<file path="config.mk">
export PLATFORM = sky130hd
export DESIGN_NAME = axi_splitter
export DESIGN_NICKNAME = d
export VERILOG_FILES = /design/src/rtl/axi_pkg.sv /design/src/rtl/axi_reg_slice.sv /design/src/rtl/axi_splitter.sv
export SDC_FILE = /design/constraint.sdc
export NUM_CORES = 1
export LEC_CHECK = 0
export ABC_AREA = 1
export ABC_CLOCK_PERIOD_IN_PS = 2800
export CAP_MARGIN = 20
export CORE_MARGIN = 5
export CORE_UTILIZATION = 35
export CTS_CLUSTER_DIAMETER = 200
export DETAILED_ROUTE_END_ITERATION = 12
export PLACE_DENSITY = 0.82
export REMOVE_ABC_BUFFERS = 1
export SKIP_LAST_GASP = 1
export SYNTH_ARGS = -nofsm -noshare
export SYNTH_HDL_FRONTEND = slang
export SYNTH_SLANG_ARGS = --single-unit
</file>
<file path="constraint.sdc">
create_clock -name clk -period 2.8 [get_ports clk]
set_clock_uncertainty 0.15 [all_clocks]
set_input_delay 0.7 -clock clk [delete_from_list [all_inputs] [get_ports clk]]
set_output_delay 0.7 -clock clk [all_outputs]
set_load 0.005 [all_outputs]
</file>
<file path="src/rtl/axi_pkg.sv">
// Shared AXI definitions for the write-path splitter and its ingress-side merger.
// Contents:
//   - burst-type and response-code constants
//   - aw_hdr_t: AW header (addr, id, burst, size, len) at the default bus widths
//   - split_state_e: splitter FSM states
//   - slot_free(): one-entry register may accept a new load this cycle
package axi_pkg;

  localparam logic [1:0] BURST_FIXED = 2'b00;
  localparam logic [1:0] BURST_INCR  = 2'b01;
  localparam logic [1:0] BURST_WRAP  = 2'b10;

  localparam logic [1:0] RESP_OKAY   = 2'b00;
  localparam logic [1:0] RESP_EXOKAY = 2'b01;
  localparam logic [1:0] RESP_SLVERR = 2'b10;
  localparam logic [1:0] RESP_DECERR = 2'b11;

  localparam int AXI_ADDR_W = 32;
  localparam int AXI_ID_W   = 4;

  typedef struct packed {
    logic [AXI_ADDR_W-1:0] addr;
    logic [AXI_ID_W-1:0]   id;
    logic [1:0]            burst;
    logic [2:0]            size;
    logic [7:0]            len;
  } aw_hdr_t;

  typedef enum logic {
    ST_IDLE  = 1'b0,
    ST_BURST = 1'b1
  } split_state_e;

  // A one-entry slot can be reloaded when empty or when it drains this cycle.
  function automatic logic slot_free(input logic valid, input logic ready);
    return !valid || ready;
  endfunction

endpackage

</file>
<file path="src/rtl/axi_reg_slice.sv">
// One-entry valid/ready register stage.
// Ports:
//   clk, rst_n          clock, asynchronous active-low reset
//   load                write data into the slot (caller guarantees free=1)
//   data [WIDTH]        payload to load
//   free                slot may be loaded this cycle
//   out_data [WIDTH]    registered payload, held while out_valid && !out_ready
//   out_valid           slot holds a payload
//   out_ready           downstream accepts the payload
module axi_reg_slice
  import axi_pkg::*;
#(
  parameter int WIDTH = 8
) (
  input  logic             clk,
  input  logic             rst_n,
  input  logic             load,
  input  logic [WIDTH-1:0] data,
  output logic             free,
  output logic [WIDTH-1:0] out_data,
  output logic             out_valid,
  input  logic             out_ready
);

  assign free = slot_free(out_valid, out_ready);

  // Payload only changes on a load, and loads only happen when the slot is
  // free, so the payload is stable while stalled.
  always_ff @(posedge clk or negedge rst_n) begin
    if (!rst_n) begin
      out_valid <= 1'b0;
      out_data  <= '0;
    end else if (load) begin
      out_valid <= 1'b1;
      out_data  <= data;
    end else if (out_ready) begin
      out_valid <= 1'b0;
    end
  end

endmodule

</file>
<file path="src/rtl/axi_splitter.sv">
// Splits a merged write-request stream (header + data on every beat) into
// registered AXI AW and W channels, tracks bursts issued on AW that still
// await a B response, and passes B responses upstream.
// Ports:
//   clk, rst_n                         clock, asynchronous active-low reset
//   in_addr/id/burst/size/len          burst header, sampled on the first beat
//   in_wdata/in_wstrb/in_last          beat payload and upstream last marker
//   in_valid/in_ready                  merged-stream handshake
//   out_aw*                            registered AW channel
//   out_w*                             registered W channel (wlast from len count)
//   in_bid/in_bresp/in_bvalid/in_bready   B from the AXI slave
//   out_bid/out_bresp/out_bvalid/out_bready   B towards upstream
//   err_len                            sticky: in_last disagreed with len count
//   err_unexp_b                        sticky: B arrived with nothing outstanding
module axi_splitter
  import axi_pkg::*;
#(
  parameter int ADDR_WIDTH      = 32,
  parameter int DATA_WIDTH      = 64,
  parameter int ID_WIDTH        = 4,
  parameter int MAX_OUTSTANDING = 4
) (
  input  logic                    clk,
  input  logic                    rst_n,
  input  logic [ADDR_WIDTH-1:0]   in_addr,
  input  logic [ID_WIDTH-1:0]     in_id,
  input  logic [1:0]              in_burst,
  input  logic [2:0]              in_size,
  input  logic [7:0]              in_len,
  input  logic [DATA_WIDTH-1:0]   in_wdata,
  input  logic [DATA_WIDTH/8-1:0] in_wstrb,
  input  logic                    in_last,
  input  logic                    in_valid,
  output logic                    in_ready,
  output logic [ADDR_WIDTH-1:0]   out_awaddr,
  output logic [ID_WIDTH-1:0]     out_awid,
  output logic [1:0]              out_awburst,
  output logic [2:0]              out_awsize,
  output logic [7:0]              out_awlen,
  output logic                    out_awvalid,
  input  logic                    out_awready,
  output logic [DATA_WIDTH-1:0]   out_wdata,
  output logic [DATA_WIDTH/8-1:0] out_wstrb,
  output logic                    out_wlast,
  output logic                    out_wvalid,
  input  logic                    out_wready,
  input  logic [ID_WIDTH-1:0]     in_bid,
  input  logic [1:0]              in_bresp,
  input  logic                    in_bvalid,
  output logic                    in_bready,
  output logic [ID_WIDTH-1:0]     out_bid,
  output logic [1:0]              out_bresp,
  output logic                    out_bvalid,
  input  logic                    out_bready,
  output logic                    err_len,
  output logic                    err_unexp_b
);

  localparam int STRB_WIDTH = DATA_WIDTH / 8;
  localparam int AW_WIDTH   = ADDR_WIDTH + ID_WIDTH + 2 + 3 + 8;
  localparam int W_WIDTH    = DATA_WIDTH + STRB_WIDTH + 1;
  localparam int OCNT_W     = $clog2(MAX_OUTSTANDING) + 1;
  localparam logic [OCNT_W:0] MAX_CNT = (OCNT_W + 1)'(MAX_OUTSTANDING);

  split_state_e        state_reg, state_next;
  logic [7:0]          beat_cnt_reg;
  logic [7:0]          len_reg;
  logic [OCNT_W-1:0]   outstanding_reg;
  logic                err_len_reg;
  logic                err_unexp_b_reg;

  logic                aw_free, w_free;
  logic                accept, final_beat;
  logic                room;
  logic [OCNT_W:0]     in_flight;
  logic                aw_hs, b_hs, no_outstanding;
  logic [AW_WIDTH-1:0] aw_q;
  logic [W_WIDTH-1:0]  w_q;

  // A header still sitting in the AW register will become outstanding, so it
  // counts against the limit before it handshakes.
  assign in_flight = {1'b0, outstanding_reg} + (OCNT_W + 1)'(out_awvalid);
  assign room      = in_flight < MAX_CNT;

  always_comb begin
    state_next = state_reg;
    in_ready   = 1'b0;
    accept     = 1'b0;
    final_beat = 1'b0;
    case (state_reg)
      ST_IDLE: begin
        in_ready   = w_free && aw_free && room;
        final_beat = (in_len == 8'd0);
        accept     = in_valid && in_ready;
        if (accept && !final_beat) state_next = ST_BURST;
      end
      ST_BURST: begin
        in_ready   = w_free;
        // beat_cnt_reg beats already taken; this one is beat beat_cnt_reg+1
        final_beat = (beat_cnt_reg == len_reg);
        accept     = in_valid && in_ready;
        if (accept && final_beat) state_next = ST_IDLE;
      end
      default: state_next = ST_IDLE;
    endcase
  end

  always_ff @(posedge clk or negedge rst_n) begin
    if (!rst_n) begin
      state_reg <= ST_IDLE;
    end else begin
      state_reg <= state_next;
    end
  end

  always_ff @(posedge clk or negedge rst_n) begin
    if (!rst_n) begin
      beat_cnt_reg <= 8'd0;
      len_reg      <= 8'd0;
      err_len_reg  <= 1'b0;
    end else if (accept) begin
      if (state_reg == ST_IDLE) begin
        beat_cnt_reg <= 8'd1;
        len_reg      <= in_len;
      end else begin
        beat_cnt_reg <= beat_cnt_reg + 8'd1;
      end
      // The burst always ends on the len count; a disagreeing in_last is
      // only reported.
      if (in_last != final_beat) err_len_reg <= 1'b1;
    end
  end

  axi_reg_slice #(.WIDTH(AW_WIDTH)) u_aw_slice (
    .clk       (clk),
    .rst_n     (rst_n),
    .load      (accept && (state_reg == ST_IDLE)),
    .data      ({in_addr, in_id, in_burst, in_size, in_len}),
    .free      (aw_free),
    .out_data  (aw_q),
    .out_valid (out_awvalid),
    .out_ready (out_awready)
  );

  axi_reg_slice #(.WIDTH(W_WIDTH)) u_w_slice (
    .clk       (clk),
    .rst_n     (rst_n),
    .load      (accept),
    .data      ({in_wdata, in_wstrb, final_beat}),
    .free      (w_free),
    .out_data  (w_q),
    .out_valid (out_wvalid),
    .out_ready (out_wready)
  );

  assign {out_awaddr, out_awid, out_awburst, out_awsize, out_awlen} = aw_q;
  assign {out_wdata, out_wstrb, out_wlast} = w_q;

  // B path: combinational pass-through. With nothing outstanding the
  // response is swallowed so a stray B can never block the slave.
  assign no_outstanding = (outstanding_reg == '0);
  assign out_bid        = in_bid;
  assign out_bresp      = in_bresp;
  assign out_bvalid     = in_bvalid && !no_outstanding;
  assign in_bready      = no_outstanding ? 1'b1 : out_bready;

  assign aw_hs = out_awvalid && out_awready;
  assign b_hs  = out_bvalid && out_bready;

  always_ff @(posedge clk or negedge rst_n) begin
    if (!rst_n) begin
      outstanding_reg <= '0;
      err_unexp_b_reg <= 1'b0;
    end else begin
      if (aw_hs && !b_hs) begin
        outstanding_reg <= outstanding_reg + 1'b1;
      end else if (b_hs && !aw_hs) begin
        outstanding_reg <= outstanding_reg - 1'b1;
      end
      if (in_bvalid && no_outstanding) err_unexp_b_reg <= 1'b1;
    end
  end

  assign err_len     = err_len_reg;
  assign err_unexp_b = err_unexp_b_reg;

endmodule

</file>
==> flow_summary_export.csv <==
group,metric,value,unit
yosys,synth-main-ff-cell,"dfrtp_1",
yosys,synth.area.top_cells,"dfrtp_1 61%, nand2_1 25%, inv_1 2.1%, buf_4 2.0%, buf_2 1.1%",
cts,clock_sinks,138,
final_layout,fin_cells,1144,
cts,clock-root-buffer,"clkbuf_16",
setup_path,max_stage_delay,0.52,ns
final_layout,diodes,0,
die,start_util,35.7,%
yosys,synth_top_area_cell,"dfrtp_1",
setup_path,path_delay_family,"buffers and inverters",
yosys,synth_edf_count,0,
global_routing,met3_usage,6.03,%
pwr,report.power.total,8.02,mW
route,via_per_inst,4.39,
yosys,synthArstFlopShare,100,%
global_routing,antenna_found_initial,0,
route,routed_wl,16700,um
global_routing,grt_pass1_vias,5036,
yosys,synth_common_cells,"382 x nand2_1, 138 x dfrtp_1, 31 x inv_1",
placement,detailed_place_hpwl,12300,um
die,die-area,18900,um2
setup_path,cp_cell_sequence,"clkdlybuf4s50_1 > inv_1 > nor2_1 > clkdlybuf4s50_1",
cts,cts_setup_buffers,0,
setup_path,cp.arrival,1.89,ns
global_routing,grtUsageTotal,17.6,%
final_layout,post-route-util,57.1,%
placement,dp_slack,-0.156,ns
cts,cts_resized,1,
min_path,hold_class,"in2async",
timing,fmax,0.365,GHz
setup_path,critical_path_class,"in2out",
yosys,yosys_register_bits,138,
die,rows,46,
route,drtAntennaViolNets,0,
timing,rsz0062_at_grt,"false",
yosys,synth_area,5670,um2
setup_path,r2r_cells,9,
final_layout,fin_area,9070,um2
timing,setup_slack,0.0591,ns
yosys,syn_inst,658,
global_routing,busiest_layer,"met2",
global_routing,grt_max_degree,62,
route,vias,5021,
setup_path,required,1.95,ns
yosys,yosys.area.top_type_share,60.9,%
global_routing,grt_pass1_wl,25900,um
route,route.detailed.drc,0,
cts,postCtsHoldBufs,0,
job,max-cap-violations,0,
setup_path,crit_fanout,2,
pwr,ir_drop,0.000469,V
pwr,leakage,4.45,nW
setup_path,startpoint_type,"primary input",
global_routing,grt_overflow,0,
timing,setup_tns,0,ns
setup_path,cp-end-kind,"output port",
die,chipWidth,137,um
final_layout,largest_reg_flops,73,
setup_path,critPathBufInv,3,
pwr,p_per_area,884,nW/um2
route,avgRoutedWirePerCell,14.6,um
yosys,yosysWarnings,0,
timing,worstMarginPinSlew,0.649,ns
die,core_area,15900,um2
placement,dp_cells,1112,
final_layout,nets,1053,
setup_path,crit_cells,4,
global_routing,use_met2,29.1,%
timing,max_slew_margin,56.8,%
route,first_pass_iters,6,
timing,whs,0.101,ns
yosys,yosysMostFrequentCell,"nand2_1",
cts,cts_buffer_depth,2,
yosys,synthDistinctLibCells,29,
timing,report.final.slew_viol_count,0,
final_layout,drive_gt1_share,6.25,%
final_layout,areaGrowthSynthToFinish,60.0,%
placement,gp_congestion,0.799,
cts,clkTransAtPathRegs,0.06,ns
die,die_y,137,um
status,status,"complete, no violations",
timing,setup_viol_count_final,0,
timing,layout_min_cycle_time,2.74,ns
cts,clk_latency,0.41,ns
cts,cts_made_buffers,17,
yosys,synth-seq-area-share,60.9,%
timing,hold_viol,0,
cts,cts.htree.levels,4,
setup_path,slowest_stage,"clkdlybuf4s50_1",
placement,numPortBuffers,257,
yosys,synth_area_per_cell,8.62,um2
global_routing,use_met1,21.2,%
placement,placed_area,8470,um2
cts,cts_tree,"done",
die,ios,270,
timing,fin_crit_sh,97.9,%
route,drtIter0Drc,287,
setup_path,cpMostUsedCell,"clkdlybuf4s50_1",
worst paths after layout:
kind	slack, ns	from	to
max	0.06	in_bvalid	out_bvalid
min	0.10	rst_n	u_aw_slice.out_data[44]
max reg2reg	0.67	outstanding_reg[0]	outstanding_reg[2]
min reg2reg	0.32	err_unexp_b	err_unexp_b
max in group asynchronous	1.74	rst_n	u_w_slice.out_data[8]
min in group clk	0.32	err_unexp_b	err_unexp_b
per-layer routing:
metal | vias to the layer above | wire length [um]
met5 | - | 0
met4 | 0 | 429
met3 | 27 | 1110
met2 | 145 | 8370
met1 | 2351 | 6740
li1 | 2498 | -
report_power, final:
| part | internal (mW) | total (mW) | switching (mW) |
|---|---|---|---|
| clock | 1.45 | 2.29 | 0.842 |
| sequential | 2.65 | 3.08 | 0.435 |
| combinational | 1.58 | 2.65 | 1.07 |
cell usage in the layout, fill, tap and decap left out, drive strengths merged, types with 2 or more instances in the layout:
master,instances
a21oi,3
a31oi,2
buf,14
bufinv,3
clkbuf,21
clkdlybuf4s50,255
clkinv,5
clkinvlp,3
dfrtp,138
ha,2
inv,35
nand2,385
nand3,8
nand4,3
nor2,18
nor3,4
o21ai,15
xnor2,4
xor2,2
final cells by class:
class	instances	area, um2
multi-input cells	453	1870
fillers	1394	6810
clock buffers	21	460
clock inverters	11	145
inverters	35	131
well taps	216	270
repair buffers	270	2750
flip-flops and latches	138	3450
worst reg2reg max path, stage by stage (launching register included):
cell     delay, ns
dfrtp_1       0.45
nor3_2        0.27
nor2_1        0.09
nand2_1       0.07
ha_1          0.14
inv_1         0.06
fa_1          0.37
a21oi_1       0.14
o21ai_0       0.11
xor2_1        0.15
cells by family (layout without fill, tap and decap cells):
family / Yosys count / after routing / share of synthesized area, %
adders and majority gates: 3 / 3 / 0.794
xor gates and xnor gates: 6 / 6 / 0.927
muxes: 1 / 1 / 0.199
DFF: 138 / 138 / 60.9
AOI/OAI and AO/OA: 23 / 23 / 2.23
and+or+nand+nor: 420 / 420 / 28.7
buffers and inverters: 67 / 337 / 6.24
No activity file was read; power rests on OpenSTA's default activity.
